**src/rtl/mem_sequencer.sv**
```systemverilog
// Boot/debug master for the single-port program RAM. It can clear the RAM to
// zero, load a byte stream into consecutive addresses, or dump a range back out.
module mem_sequencer #(
  parameter int c_addr_width = 8,
  parameter int c_data_width = 8
) (
  input  logic                    i_clock,
  input  logic                    i_reset_n,
  input  logic                    i_cmd_clear,
  input  logic                    i_cmd_load,
  input  logic                    i_cmd_dump,
  input  logic [c_addr_width:0]   i_dump_len,
  input  logic                    i_in_valid,
  input  logic [c_data_width-1:0] i_in_data,
  input  logic                    i_in_last,
  output logic                    o_in_ready,
  output logic                    o_out_valid,
  output logic [c_data_width-1:0] o_out_data,
  input  logic                    i_out_ready,
  output logic                    o_mem_enable_in,
  output logic [c_addr_width-1:0] o_mem_addr,
  output logic [c_data_width-1:0] o_mem_data,
  input  logic [c_data_width-1:0] i_mem_data,
  output logic                    o_busy,
  output logic                    o_done,
  output logic [c_addr_width:0]   o_count
);

  localparam logic [c_addr_width:0] c_depth = {1'b1, {c_addr_width{1'b0}}};

  typedef enum logic [2:0] {IDLE, CLEAR, LOAD, DUMP, DONE} state_t;

  state_t                  state;
  logic [c_addr_width-1:0] addr;
  logic [c_addr_width:0]   len_q;
  logic [c_addr_width:0]   issued;
  logic [c_addr_width:0]   cnt_inc;
  logic                    hs;
  logic                    ld;
  logic                    addr_last;

  assign cnt_inc   = o_count + 1'b1;
  assign addr_last = &addr;
  assign hs        = o_out_valid && i_out_ready;
  // Refill the output register whenever it is empty or being drained this cycle.
  assign ld        = (!o_out_valid || i_out_ready) && (issued < len_q);

  assign o_mem_addr      = addr;
  assign o_in_ready      = (state == LOAD);
  assign o_mem_enable_in = (state == CLEAR) || ((state == LOAD) && i_in_valid);
  assign o_mem_data      = (state == LOAD) ? i_in_data : '0;

  always_ff @(posedge i_clock) begin
    if (!i_reset_n) begin
      state       <= IDLE;
      addr        <= '0;
      len_q       <= '0;
      issued      <= '0;
      o_count     <= '0;
      o_out_valid <= 1'b0;
      o_out_data  <= '0;
      o_busy      <= 1'b0;
      o_done      <= 1'b0;
    end else begin
      case (state)
        IDLE: begin
          if (i_cmd_clear || i_cmd_load || i_cmd_dump) begin
            addr    <= '0;
            issued  <= '0;
            o_count <= '0;
            o_busy  <= 1'b1;
          end
          if (i_cmd_clear) begin
            state <= CLEAR;
          end else if (i_cmd_load) begin
            state <= LOAD;
          end else if (i_cmd_dump) begin
            state <= DUMP;
            len_q <= (i_dump_len > c_depth) ? c_depth : i_dump_len;
          end
        end
        CLEAR: begin
          addr    <= addr + 1'b1;
          o_count <= cnt_inc;
          if (addr_last) begin
            state  <= DONE;
            o_done <= 1'b1;
          end
        end
        LOAD: begin
          if (i_in_valid) begin
            addr    <= addr + 1'b1;
            o_count <= cnt_inc;
            if (i_in_last || addr_last) begin
              state  <= DONE;
              o_done <= 1'b1;
            end
          end
        end
        DUMP: begin
          if (len_q == '0) begin
            state  <= DONE;
            o_done <= 1'b1;
          end else begin
            if (ld) begin
              o_out_data  <= i_mem_data;
              o_out_valid <= 1'b1;
              addr        <= addr + 1'b1;
              issued      <= issued + 1'b1;
            end else if (hs) begin
              o_out_valid <= 1'b0;
            end
            if (hs) begin
              o_count <= cnt_inc;
              if (cnt_inc == len_q) begin
                state  <= DONE;
                o_done <= 1'b1;
              end
            end
          end
        end
        DONE: begin
          state  <= IDLE;
          o_done <= 1'b0;
          o_busy <= 1'b0;
        end
        default: state <= IDLE;
      endcase
    end
  end

endmodule

```
**config.mk**
```make
export PLATFORM = sky130hd
export DESIGN_NAME = mem_sequencer
export DESIGN_NICKNAME = d
export VERILOG_FILES = /design/src/rtl/mem_sequencer.sv
export SDC_FILE = /design/constraint.sdc
export NUM_CORES = 1
export LEC_CHECK = 0
export ABC_AREA = 1
export CAP_MARGIN = 15
export CORE_MARGIN = 5
export CORE_UTILIZATION = 45
export CTS_BUF_LIST = sky130_fd_sc_hd__clkbuf_4 sky130_fd_sc_hd__clkbuf_8 sky130_fd_sc_hd__clkbuf_16
export CTS_CLUSTER_DIAMETER = 30
export CTS_CLUSTER_SIZE = 10
export DETAILED_ROUTE_END_ITERATION = 16
export DONT_BUFFER_PORTS = 1
export PLACE_DENSITY = 0.63
export SLEW_MARGIN = 10
export SYNTH_ARGS = -nofsm -noshare
export SYNTH_HDL_FRONTEND = slang
export SYNTH_SLANG_ARGS = --single-unit
```
**constraint.sdc**
```tcl
create_clock -name i_clock -period 1.7 [get_ports i_clock]
set_input_delay 0.085 -clock i_clock [delete_from_list [all_inputs] [get_ports i_clock]]
set_output_delay 0.085 -clock i_clock [all_outputs]
set_load 0.01 [all_outputs]
```
# After elaboration in Yosys (flattened, before gate mapping)
# Cells that the tools add are included.
# classes
addsub	3
n_lt_le_gt_ge	2
eq_ne	15
mux	36
bitwise_logic	3
n_reduce_logical	26
# op_table
cell	count
2-to-1 mux 9 bit	7
2-to-1 mux 8 bit	5
one-hot mux 9 bit (4 select lines)	1
one-hot mux 8 bit (4 select lines)	1
2-to-1 mux 3 bit	9
adder 9 x 1 -> 9 bit, second input constant	2
one-hot mux 9 bit (2 select lines)	1
!= test 2 bit, second input constant	6
one-hot mux 3 bit (4 select lines)	1
AND reduction 6 bit	2
AND reduction 5 bit	2
equality test 9 bit	1
> comparator 9 bit, second input constant	1
logical NOT 9 bit	1
< comparator 9 bit	1
2-to-1 mux 1 bit	9
adder 8 x 1 -> 8 bit, second input constant	1
AND reduction 4 bit	2
AND reduction 8 bit	1
nonzero test 4 bit	2
equality test 3 x 2 -> 1 bit, second input constant	2
!= test 3 bit, second input constant	2
AND reduction 3 bit	2
nonzero test 2 bit	3
12 further kinds	20
# totals
reg_bits	49
in_bits	33
output_inout_bits	38
word_cells	94

# Depth between registers and ports, before layout
# logic_depth
depth_word	6
ltp_mapped	14
ltp_nobuf	14

# Least setup slack after synthesis
# No wires, ideal clock.
# synth_timing
path_kind	reg-to-reg
startpoint	register len_q[4]
endpoint	register issued[4]
setup_ns	0.136
arrival_time_ns	1.674
required_ns	1.564
slack_ns	-0.110
path_stages_with_launch	13
n_path_buf	0
synth_period_minus_slack_ns	1.810
path_cell_list	dfxtp_1 inv_1 ha_1 a21oi_1 o21ai_0 nand2_1 nand4_1 nand2_1 nand2_2 inv_2 nand2_1 nand2_1 a21oi_1
# synth_between
elab_chain_len	4
word_cells_on_any_way	6
classes_between	order compare (1); eq/ne (2); reduce/logical (3)
# synth_lines
element	line	rtl
start: declaration	35	logic [c_addr_width:0] len_q;
start signal: assignment	79	len_q <= (i_dump_len > c_depth) ? c_depth : i_dump_len;
< comparator 9 bit	46	assign ld = (!o_out_valid || i_out_ready) && (issued < len_q);
logical AND 1 bit	46	
!= test 2 bit (no source line)	n/a	
AND reduction 4 bit (no source line) *	n/a	
end signal: assignment	109	issued <= issued + 1'b1;
end: declaration	36	logic [c_addr_width:0] issued;
# Every way passes the cells marked *; elsewhere a longest branch is shown, timed or not.
# A chain may end at the register's enable or synchronous reset.

# Worst setup path after layout
# layout_timing
startpoint	register o_count[1]
endpoint	register state[0]
# layout_between
elab_chain_len	4
# layout_lines
element	line	rtl
start: declaration	26	output logic [c_addr_width:0] o_count
start signal: assignment	84	o_count <= cnt_inc;
start signal: assignment	93	o_count <= cnt_inc;
start signal: assignment	114	o_count <= cnt_inc;
adder 9 x 1 -> 9 bit	42	assign cnt_inc = o_count + 1'b1;
equality test 9 bit	115	if (cnt_inc == len_q) begin
!= test 3 bit (no source line)	n/a	
AND reduction 6 bit (no source line)	n/a	
end signal: assignment	116	state <= DONE;
end signal: assignment	123	state <= IDLE;
end signal: assignment	127	default: state <= IDLE;
end: declaration	33	state_t state;
# No other way between the ends.

==> reports/qor.yml <==
power:
  vdd_drop_max_mv: 0.8538
  power_uw: 4824
  power-per-cell-area_nw_per_um2: 1128
  leakagePower_uw: 0.001838
job:
  cap_violations: 0
sta:
  worst_slack_ns: -0.07385
  max_freq_ghz: 0.5637
  setup_viol: 16
  fin_skew_ns: 0.01087
  finalHoldWorstSlack_ns: 0.007910
  worst_pin_slew_ns: 0.5048
  drv_slew: 0
  grt_setup_unrepaired: "true"
  fin_crit_sh_pct: 104.3
  period_minus_slack_ns: 1.774
  setup_tns_ns: -0.3386
  max_slew_margin_pct: 66.31
  hold_violations: 0
route:
  drt-initial-drc-count: 144
  vias: 3239
  routedWlPerCell_um: 14.36
  first_pass_iters: 4
  via_per_inst: 5.267
  ant_nets: 0
  drc: 0
  totalWireLength_um: 8832
global_routing:
  grt.overflow.total: 0
  grt_pass1_vias: 2948
  busiest_layer: "met2"
  grt_max_degree: 24
  use_met3_pct: 3.741
  antenna_found_initial: 0
  grtUsageTotal_pct: 21.01
  grt_pass1_wl_um: 13440
  use_met1_pct: 26.53
  met2_usage_pct: 36.10
clock_network:
  htree_levels: 2
  cts_root_buffer: "clkbuf_8"
  clk_latency_ns: 0.32
  cts_buffers: 5
  cts_tree: "done"
  path_clk_slew_ns: 0.11
  clk_path_buf_depth: 2
  cts.sinks: 49
finish:
  finalCoreUtilization_pct: 68.13
  fin_nets: 581
  syn_to_final_growth_pct: 49.65
  antenna_cells: 0
  drive_gt1_share_pct: 36.80
worst_hold_path:
  min_path_type: "input pin to register"
setup_path:
  end_kind: "register"
  critPathMaxStageDelay_ns: 0.39
  path_buf_inv: 0
  path_common_cell: "nand2_1"
  critical_path_required_ns: 1.96
  crit_arrival_ns: 2.04
  critPathKind: "register to register"
  cp_max_fo: 4
  crit_chain: "ha_4 > nand3_4 > o21bai_4 > nand2_1 > nand2_1 > nand2_1 > nor2_1 > nand4_1 > nand2_2 > nand2_2 > nand2_1 > nand2_1 > nor2_1"
  critPathLaunchType: "register"
  cp_top_family: "simple AND/OR/NAND/NOR gates"
  slowest_stage: "dfxtp_4"
yosys:
  synth_ff_type: "dfxtp_1"
  synth_top_area_share_pct: 34.33
  synth_edf_count: 0
  synth-seq-area-share_pct: 34.33
  async_flop_share_pct: 0
  ys_warn_count: 0
  ys_top_cells_by_area: "dfxtp_1, nand2_1, nor2_1, a21oi_1, nand3_1"
  ys_ff_latch: 49
  netlist_instances: 439
  avgSynthCellArea_um2: 6.510
  syn_area_um2: 2858
  yosysTopAreaCell: "dfxtp_1"
  synth_most_common_cell: "nand2_1"
  synth_commonest_cells: "nand2_1, nor2_1, dfxtp_1"
  synth_nets: 483
  ys_types: 28
floorplanning:
  core_area_um2: 6277
  fp-row-count: 29
  num_io_pins: 71
  initial_core_util_pct: 45.53
  die_area_um2: 8044
  die_h_um: 89.69
  die_x_um: 89.69
placed_design:
  dp_hpwl_um: 6009
  port_buffers: 0
  place.gp.congestion: 0.8500
  pre_cts_slack_ns: -0.1552
status:
  violations: "negative setup slack"
  status: "finished, violations left"
==> layout by cell type (no fill, tap or decap), types with 10 or more instances in the layout <==
cell            n
nand2_1        85
inv_1          37
nand3_2        11
a21oi_2        10
nor2_1         56
dlygate4sd3_1  14
a21oi_1        38
dfxtp_2        18
dfxtp_1        28
nand3_1        27
nand2_2        13
buf_4          77
==> flip-flops by register name (all words and copies together) (netlist names) <==
name,count
o_done,1
o_busy,1
state,3
issued,9
o_out_data,8
o_count,9
o_mem_addr,8
len_q,9
o_out_valid,1
==> through the flow <==
stage / cell area [µm²] / cells
detailed placement: 3470 / 579
global route: 4277 / 615
floorplan: 2867 / 439
global placement: 3470 / 579
finish: 4277 / 615
CTS: 3845 / 603
==> report_power, final <==
| part | total (µW) | internal, µW | switching [µW] |
|---|---|---|---|
| Clock | 767 | 309 | 458 |
| Combinational | 2640 | 1070 | 1570 |
| Sequential | 1420 | 1300 | 118 |
==> per-layer routing <==
layer  share of wire, %  vias to the layer above
li1                   -                     1648
met2                 50                       93
met4                2.3                        0
met1                 42                     1479
met5                  0                        -
met3                5.7                       19
==> kinds of logic (layout without fill, tap and decap cells) <==
kind of cell	count (synthesis)	in the layout	share of synthesized area, %
flops	49	49	34.33
simple gates	236	238	35.90
compound gates	80	80	15.50
fa+ha+maj	11	11	4.816
buf+inv	58	155	7.924
xor+xnor	5	5	1.532
==> area by class of cell <==
cell class	count	area, µm²
Timing Repair Buffer	97	798.3
Multi-Input combinational cell	334	2067
Clock buffer	5	68.82
Tap cell	77	96.34
Clock inverter	3	28.78
Fill cell	506	2001
Sequential cell	49	1015
Inverter	50	202.7
==> what timing repair did <==
action                                  CTS  global route
buffers inserted                         10             4
endpoints found under the hold margin    14            12
cloned                                    1             1
endpoints found under the setup margin   38            41
hold buffers                              5             9
gates resized for setup                  42            88
pin swaps                                23            35
==> worst paths after layout <==
path / startpoint / to / slack [ns] / cells after the start
max reg2reg: o_count[1] / state[0] / -0.07 / 13
min reg2reg: issued[7] / issued[7] / 0.50 / 1
max: o_count[1] / state[0] / -0.07 / 13
min: i_dump_len[4] / len_q[4] / 0.008 / 2
Note: power is estimated with default switching activity, not from simulation.
